`src/rtl/riscv_main_control.sv`:
```
// Multi-cycle RISC-V main control FSM: decodes opcode, sequences datapath.
// Ports: clk, reset, opcode, zero, memReady in; mux selects, enables, state out.
module riscv_main_control #(
  parameter int STATE_W = 4
) (
  input  logic               clk,
  input  logic               reset,
  input  logic [6:0]         opcode,
  input  logic               zero,
  input  logic               memReady,
  output logic [1:0]         aluOp,
  output logic [1:0]         aluSrcA,
  output logic [1:0]         aluSrcB,
  output logic [1:0]         resultSrc,
  output logic               adrSrc,
  output logic               memRead,
  output logic               memWrite,
  output logic               irWrite,
  output logic               regWrite,
  output logic               pcEn,
  output logic               retire,
  output logic               illegal,
  output logic [STATE_W-1:0] state
);

  localparam logic [6:0] OP_LD  = 7'b0000011;
  localparam logic [6:0] OP_ST  = 7'b0100011;
  localparam logic [6:0] OP_R   = 7'b0110011;
  localparam logic [6:0] OP_I   = 7'b0010011;
  localparam logic [6:0] OP_BR  = 7'b1100011;
  localparam logic [6:0] OP_JAL = 7'b1101111;

  typedef enum logic [STATE_W-1:0] {
    FETCH    = STATE_W'(0),
    DECODE   = STATE_W'(1),
    MEMADR   = STATE_W'(2),
    MEMREAD  = STATE_W'(3),
    MEMWB    = STATE_W'(4),
    MEMWRITE = STATE_W'(5),
    EXECR    = STATE_W'(6),
    EXECI    = STATE_W'(7),
    ALUWB    = STATE_W'(8),
    BEQ      = STATE_W'(9),
    JAL      = STATE_W'(10),
    ERROR    = STATE_W'(11)
  } state_t;

  state_t state_q;
  state_t state_d;
  logic   illegal_q;

  always_ff @(posedge clk) begin
    if (reset) begin
      state_q   <= FETCH;
      illegal_q <= 1'b0;
    end else begin
      state_q <= state_d;
      if (state_d == ERROR)
        illegal_q <= 1'b1;
    end
  end

  always_comb begin
    state_d = state_q;
    case (state_q)
      FETCH:    if (memReady) state_d = DECODE;
      DECODE: begin
        unique case (1'b1)
          (opcode == OP_LD),
          (opcode == OP_ST):  state_d = MEMADR;
          (opcode == OP_R):   state_d = EXECR;
          (opcode == OP_I):   state_d = EXECI;
          (opcode == OP_BR):  state_d = BEQ;
          (opcode == OP_JAL): state_d = JAL;
          default:            state_d = ERROR;
        endcase
      end
      MEMADR:   state_d = (opcode == OP_LD) ? MEMREAD : MEMWRITE;
      MEMREAD:  if (memReady) state_d = MEMWB;
      MEMWB:    state_d = FETCH;
      MEMWRITE: if (memReady) state_d = FETCH;
      EXECR:    state_d = ALUWB;
      EXECI:    state_d = ALUWB;
      ALUWB:    state_d = FETCH;
      BEQ:      state_d = FETCH;
      JAL:      state_d = ALUWB;
      ERROR:    state_d = ERROR;
      default:  state_d = ERROR;
    endcase
  end

  // Everything reads 0 while reset is held, so no stray write or PC load.
  always_comb begin
    aluOp     = 2'b00;
    aluSrcA   = 2'b00;
    aluSrcB   = 2'b00;
    resultSrc = 2'b00;
    adrSrc    = 1'b0;
    memRead   = 1'b0;
    memWrite  = 1'b0;
    irWrite   = 1'b0;
    regWrite  = 1'b0;
    pcEn      = 1'b0;
    retire    = 1'b0;
    if (!reset) begin
      case (state_q)
        FETCH: begin
          memRead   = 1'b1;
          aluSrcB   = 2'b10;
          resultSrc = 2'b10;
          irWrite   = memReady;
          pcEn      = memReady;
        end
        DECODE: begin
          aluSrcA = 2'b01;
          aluSrcB = 2'b01;
        end
        MEMADR: begin
          aluSrcA = 2'b10;
          aluSrcB = 2'b01;
        end
        MEMREAD: begin
          memRead = 1'b1;
          adrSrc  = 1'b1;
        end
        MEMWB: begin
          resultSrc = 2'b01;
          regWrite  = 1'b1;
          retire    = 1'b1;
        end
        MEMWRITE: begin
          memWrite = 1'b1;
          adrSrc   = 1'b1;
          retire   = memReady;
        end
        EXECR: begin
          aluSrcA = 2'b10;
          aluOp   = 2'b10;
        end
        EXECI: begin
          aluSrcA = 2'b10;
          aluSrcB = 2'b01;
          aluOp   = 2'b10;
        end
        ALUWB: begin
          regWrite = 1'b1;
          retire   = 1'b1;
        end
        BEQ: begin
          aluSrcA = 2'b10;
          aluOp   = 2'b01;
          pcEn    = zero;
          retire  = 1'b1;
        end
        JAL: begin
          aluSrcA = 2'b01;
          aluSrcB = 2'b10;
          pcEn    = 1'b1;
        end
        default: ;
      endcase
    end
  end

  assign illegal = illegal_q;
  assign state   = state_q;

endmodule

```
`config.mk`:
```
export PLATFORM = sky130hd
export DESIGN_NAME = riscv_main_control
export DESIGN_NICKNAME = d
export VERILOG_FILES = /design/src/rtl/riscv_main_control.sv
export SDC_FILE = /design/constraint.sdc
export NUM_CORES = 1
export LEC_CHECK = 0
export ABC_AREA = 0
export BUFFER_PORTS_ARGS = -buffer_cell sky130_fd_sc_hd__buf_4
export CAP_MARGIN = 20
export CORE_ASPECT_RATIO = 1.25
export CORE_MARGIN = 5
export CORE_UTILIZATION = 36
export CTS_CLUSTER_SIZE = 16
export DETAILED_ROUTE_END_ITERATION = 6
export PLACE_DENSITY = 0.67
export SYNTH_ARGS = -nofsm -noshare
export SYNTH_HDL_FRONTEND = slang
export SYNTH_SLANG_ARGS = --single-unit
```
`constraint.sdc`:
```
create_clock -name clk -period 2 [get_ports clk]
set_clock_uncertainty 0.05 [all_clocks]
set_input_delay 0.4 -clock clk [delete_from_list [all_inputs] [get_ports clk]]
set_output_delay 0.4 -clock clk [all_outputs]
set_load 0.02 [all_outputs]
```
==> results.tsv <==
stage	metric	value	unit
sta	Final setup viols	0	
finish	ratio of cells with drive above 1 in the final layout	50.4	%
detailed_routing	vias per cell	5.34	
detailed_routing	drt wl/cell	13.4	um
worst_setup_path	reg-to-reg setup timing slack	440	ps
floorplan	core area	1600	um^2
cts	TritonCTS clock tree	done	
detailed_routing	drt first-iter violations	11	
worst_setup_path	Worst Setup Start Kind	flip-flop	
pwr	Psw	0.600	mW
global_route	largest net degree at the start of global routing	18	
detailed_routing	TritonRoute pass-1 iters	4	
cts	root buf cell	clkbuf_4	
yosys	Post-Synthesis Cells	86	
pwr	VDD IR-drop max	0.846	mV
yosys	#FFs+latches synth	5	
cts	H-Tree Depth	1	
finish	synth-to-layout area growth	51.4	%
yosys	Cell variety after synth	39	
yosys	Synth Flop Type	dfxtp_1	
finish	multi-input logic area	494	um^2
cts	Num CTS Buffers	3	
cts	Bufs on Longest Clock Path	2	
pwr	sw frac	48.9	%
pwr	Logic pwr share	72.5	%
floorplan	Die Width	47.3	um
yosys	largest family of logic cells by synthesized area	simple AND/OR/NAND/NOR gates	
detailed_routing	via count	732	
sta	crit share post-route	95.0	%
placed_design	Post-DP HPWL	1450	um
floorplan	num ports	31	
worst_setup_path	Worst EP required	1550	ps
yosys	xor and xnor area share after synthesis	4.20	%
yosys	mux cell area share after synthesis	1.80	%
finish	diodes inserted	0	
floorplan	die area	2680	um^2
pwr	clock group share of total power	9.4	%
global_route	vias in the first global route	718	
worst_setup_path	Crit Path Class	flip-flop to primary output	
sta	hold slack	420	ps
sta	Slew HR	78.2	%
detailed_routing	final wirelength	1830	um
finish	most frequent cells in the layout	buf_4 (34), nor2_1 (13), a21oi_1 (6), inv_1 (5), o21ai_0 (4)	
worst_setup_path	worst-path maximum fanout	9	
yosys	Post-synth EDFFs	0	
pwr	leak pwr	0.418	nW
sta	fin. max-slew vios	0	
yosys	Post-Syn Area	626	um^2
sta	fmax	526	MHz
pwr	internal cell power	0.627	mW
run_status	outcome	finished clean	
cts	Clock Sinks	5	
floorplan	Die Y	56.6	um
pwr	pwr dens	1300	nW/um^2
detailed_routing	drt drc	0	
global_route	Overall Global Routing Usage	14.9	%
sta	Final min period	1900	ps
finish	fin area	947	um^2
cts	worst skew pair latency	240	ps
yosys	post-synthesis sequential area ratio	16.0	%
detailed_routing	Antenna Nets Post-Route	0	
finish	Fillers	161	
sta	Final Hold Viols	0	
worst_setup_path	Setup crit end kind	primary output	
placed_design	port bufs	30	
yosys	Avg Inst Size Synth	7.27	um^2
global_route	initial antenna violation count	0	
yosys	synth warn	0	
global_route	GRT overflow	0	
pwr	total power	1.23	mW
finish	commonest non-fill, non-tap cell in the layout	buf_4	
finish	sequential standard cell area	108	um^2
placed_design	Placed Area	882	um^2
run	max cap viols	0	
floorplan	Row Count	16	
floorplan	Initial Utilization	39.1	%
yosys	Synth Area in Compound Gates	26.8	%
worst_setup_path	Critical Path AT	1450	ps
pwr	Reg power frac	18.1	%
yosys	simple-gate share of the synthesized area	37.0	%
global_route	first-pass GRT wire length	3050	um
sta	RSZ-0062 raised after global routing	false	
cts	Clk pin slew, worst setup/hold paths	40	ps
placed_design	GP Congestion	0.835	
yosys	Async SR Flop Fraction	0	%
sta	worst slew pin tran	323	ps
finish	Layout Nets	131	
yosys	post-synthesis adder-cell area fraction	1.60	%
yosys	synthesized net count	97	
worst_hold_path	hold crit path type	flip-flop to flip-flop	
-- layer usage --
metal | up-vias | GRT usage, % | part of all wire [%]
met3 | 2 | 6.71 | 11
met1 | 321 | 18.3 | 40
met2 | 28 | 24.3 | 49
met5 | - | 0 | 0
li1 | 381 | - | -
met4 | 0 | 1.19 | 0.33
-- metrics by stage --
stage               setup TNS [ps]  utilization [%]  instances  worst slack, ps
finish                           0             59.1        137              100
global route                     0             59.1        137             7.27
CTS                              0             56.8        137             10.7
detailed placement               0             55.1        133              189
global placement                 0             55.1        133              222
floorplan                    -78.1                -         86            -78.1
-- synthesized netlist by cell type (2+ instances only) --
library cell / number / share of area, %
clkbuf_8: 2 / 4.4
inv_1: 5 / 3.0
nand2b_1: 4 / 4.0
buf_2: 2 / 1.6
o21ai_0: 4 / 3.2
xnor2_1: 2 / 2.8
nor4_1: 4 / 4.0
nand3b_1: 3 / 3.6
nor3_1: 5 / 4.0
nor2_1: 13 / 7.8
a31oi_1: 2 / 2.0
dfxtp_1: 5 / 16
a21o_1: 2 / 2.4
nand2_1: 3 / 1.8
a21oi_1: 6 / 4.8
-- registers in the layout, summed over array words and instances (netlist names) --
register / flops
illegal: 1
state: 4
-- power by group through the flow --
stage / Combinational, mW / Clock, mW / Sequential (mW)
floorplan: 0.576 / 0 / 0.205
global placement: 0.854 / 0 / 0.203
detailed placement: 0.860 / 0 / 0.205
CTS: 0.864 / 0.122 / 0.205
global route: 0.973 / 0.131 / 0.231
finish: 0.889 / 0.116 / 0.222
-- cell families after synthesis --
family,after synthesis
fa+ha+maj,1
xor+xnor,3
compound gates,23
mux,1
flops,5
simple gates,41
buf+inv,12
-- timing repair --
| action | 4_1_cts | 5_1_grt |
|---|---|---|
| pin swaps | 0 | 0 |
| gates resized for setup | 1 | 11 |
| hold buffers | 0 | 0 |
| setup buffers | 0 | 0 |
| endpoints found under the setup margin | 3 | 9 |
-- area by class of cell --
type / instances / share of cell area [%]
multi-input cells: 69 / 52.2
well taps: 18 / 2.38
inverters: 5 / 1.98
repair buffers: 36 / 29.3
clock buffers: 4 / 2.77
flip-flops and latches: 5 / 11.4
-- final timing paths --
path / from / endpoint / cells past startpoint
setup / recovery: state[1]$_SDFF_PP0_ / irWrite / 4
hold / removal: illegal$_SDFFE_PP0N_ / illegal$_SDFFE_PP0N_ / 2
setup reg to reg: state[3]$_SDFF_PP0_ / illegal$_SDFFE_PP0N_ / 5
hold reg to reg: illegal$_SDFFE_PP0N_ / illegal$_SDFFE_PP0N_ / 2
-- worst max-delay path, cell delays in order (launching register included) --
cell and delay, ps:
dfxtp_4 370, buf_6 130, or3_4 400, nor4_4 140, buf_4 180
(Power assumes the default switching activity.)
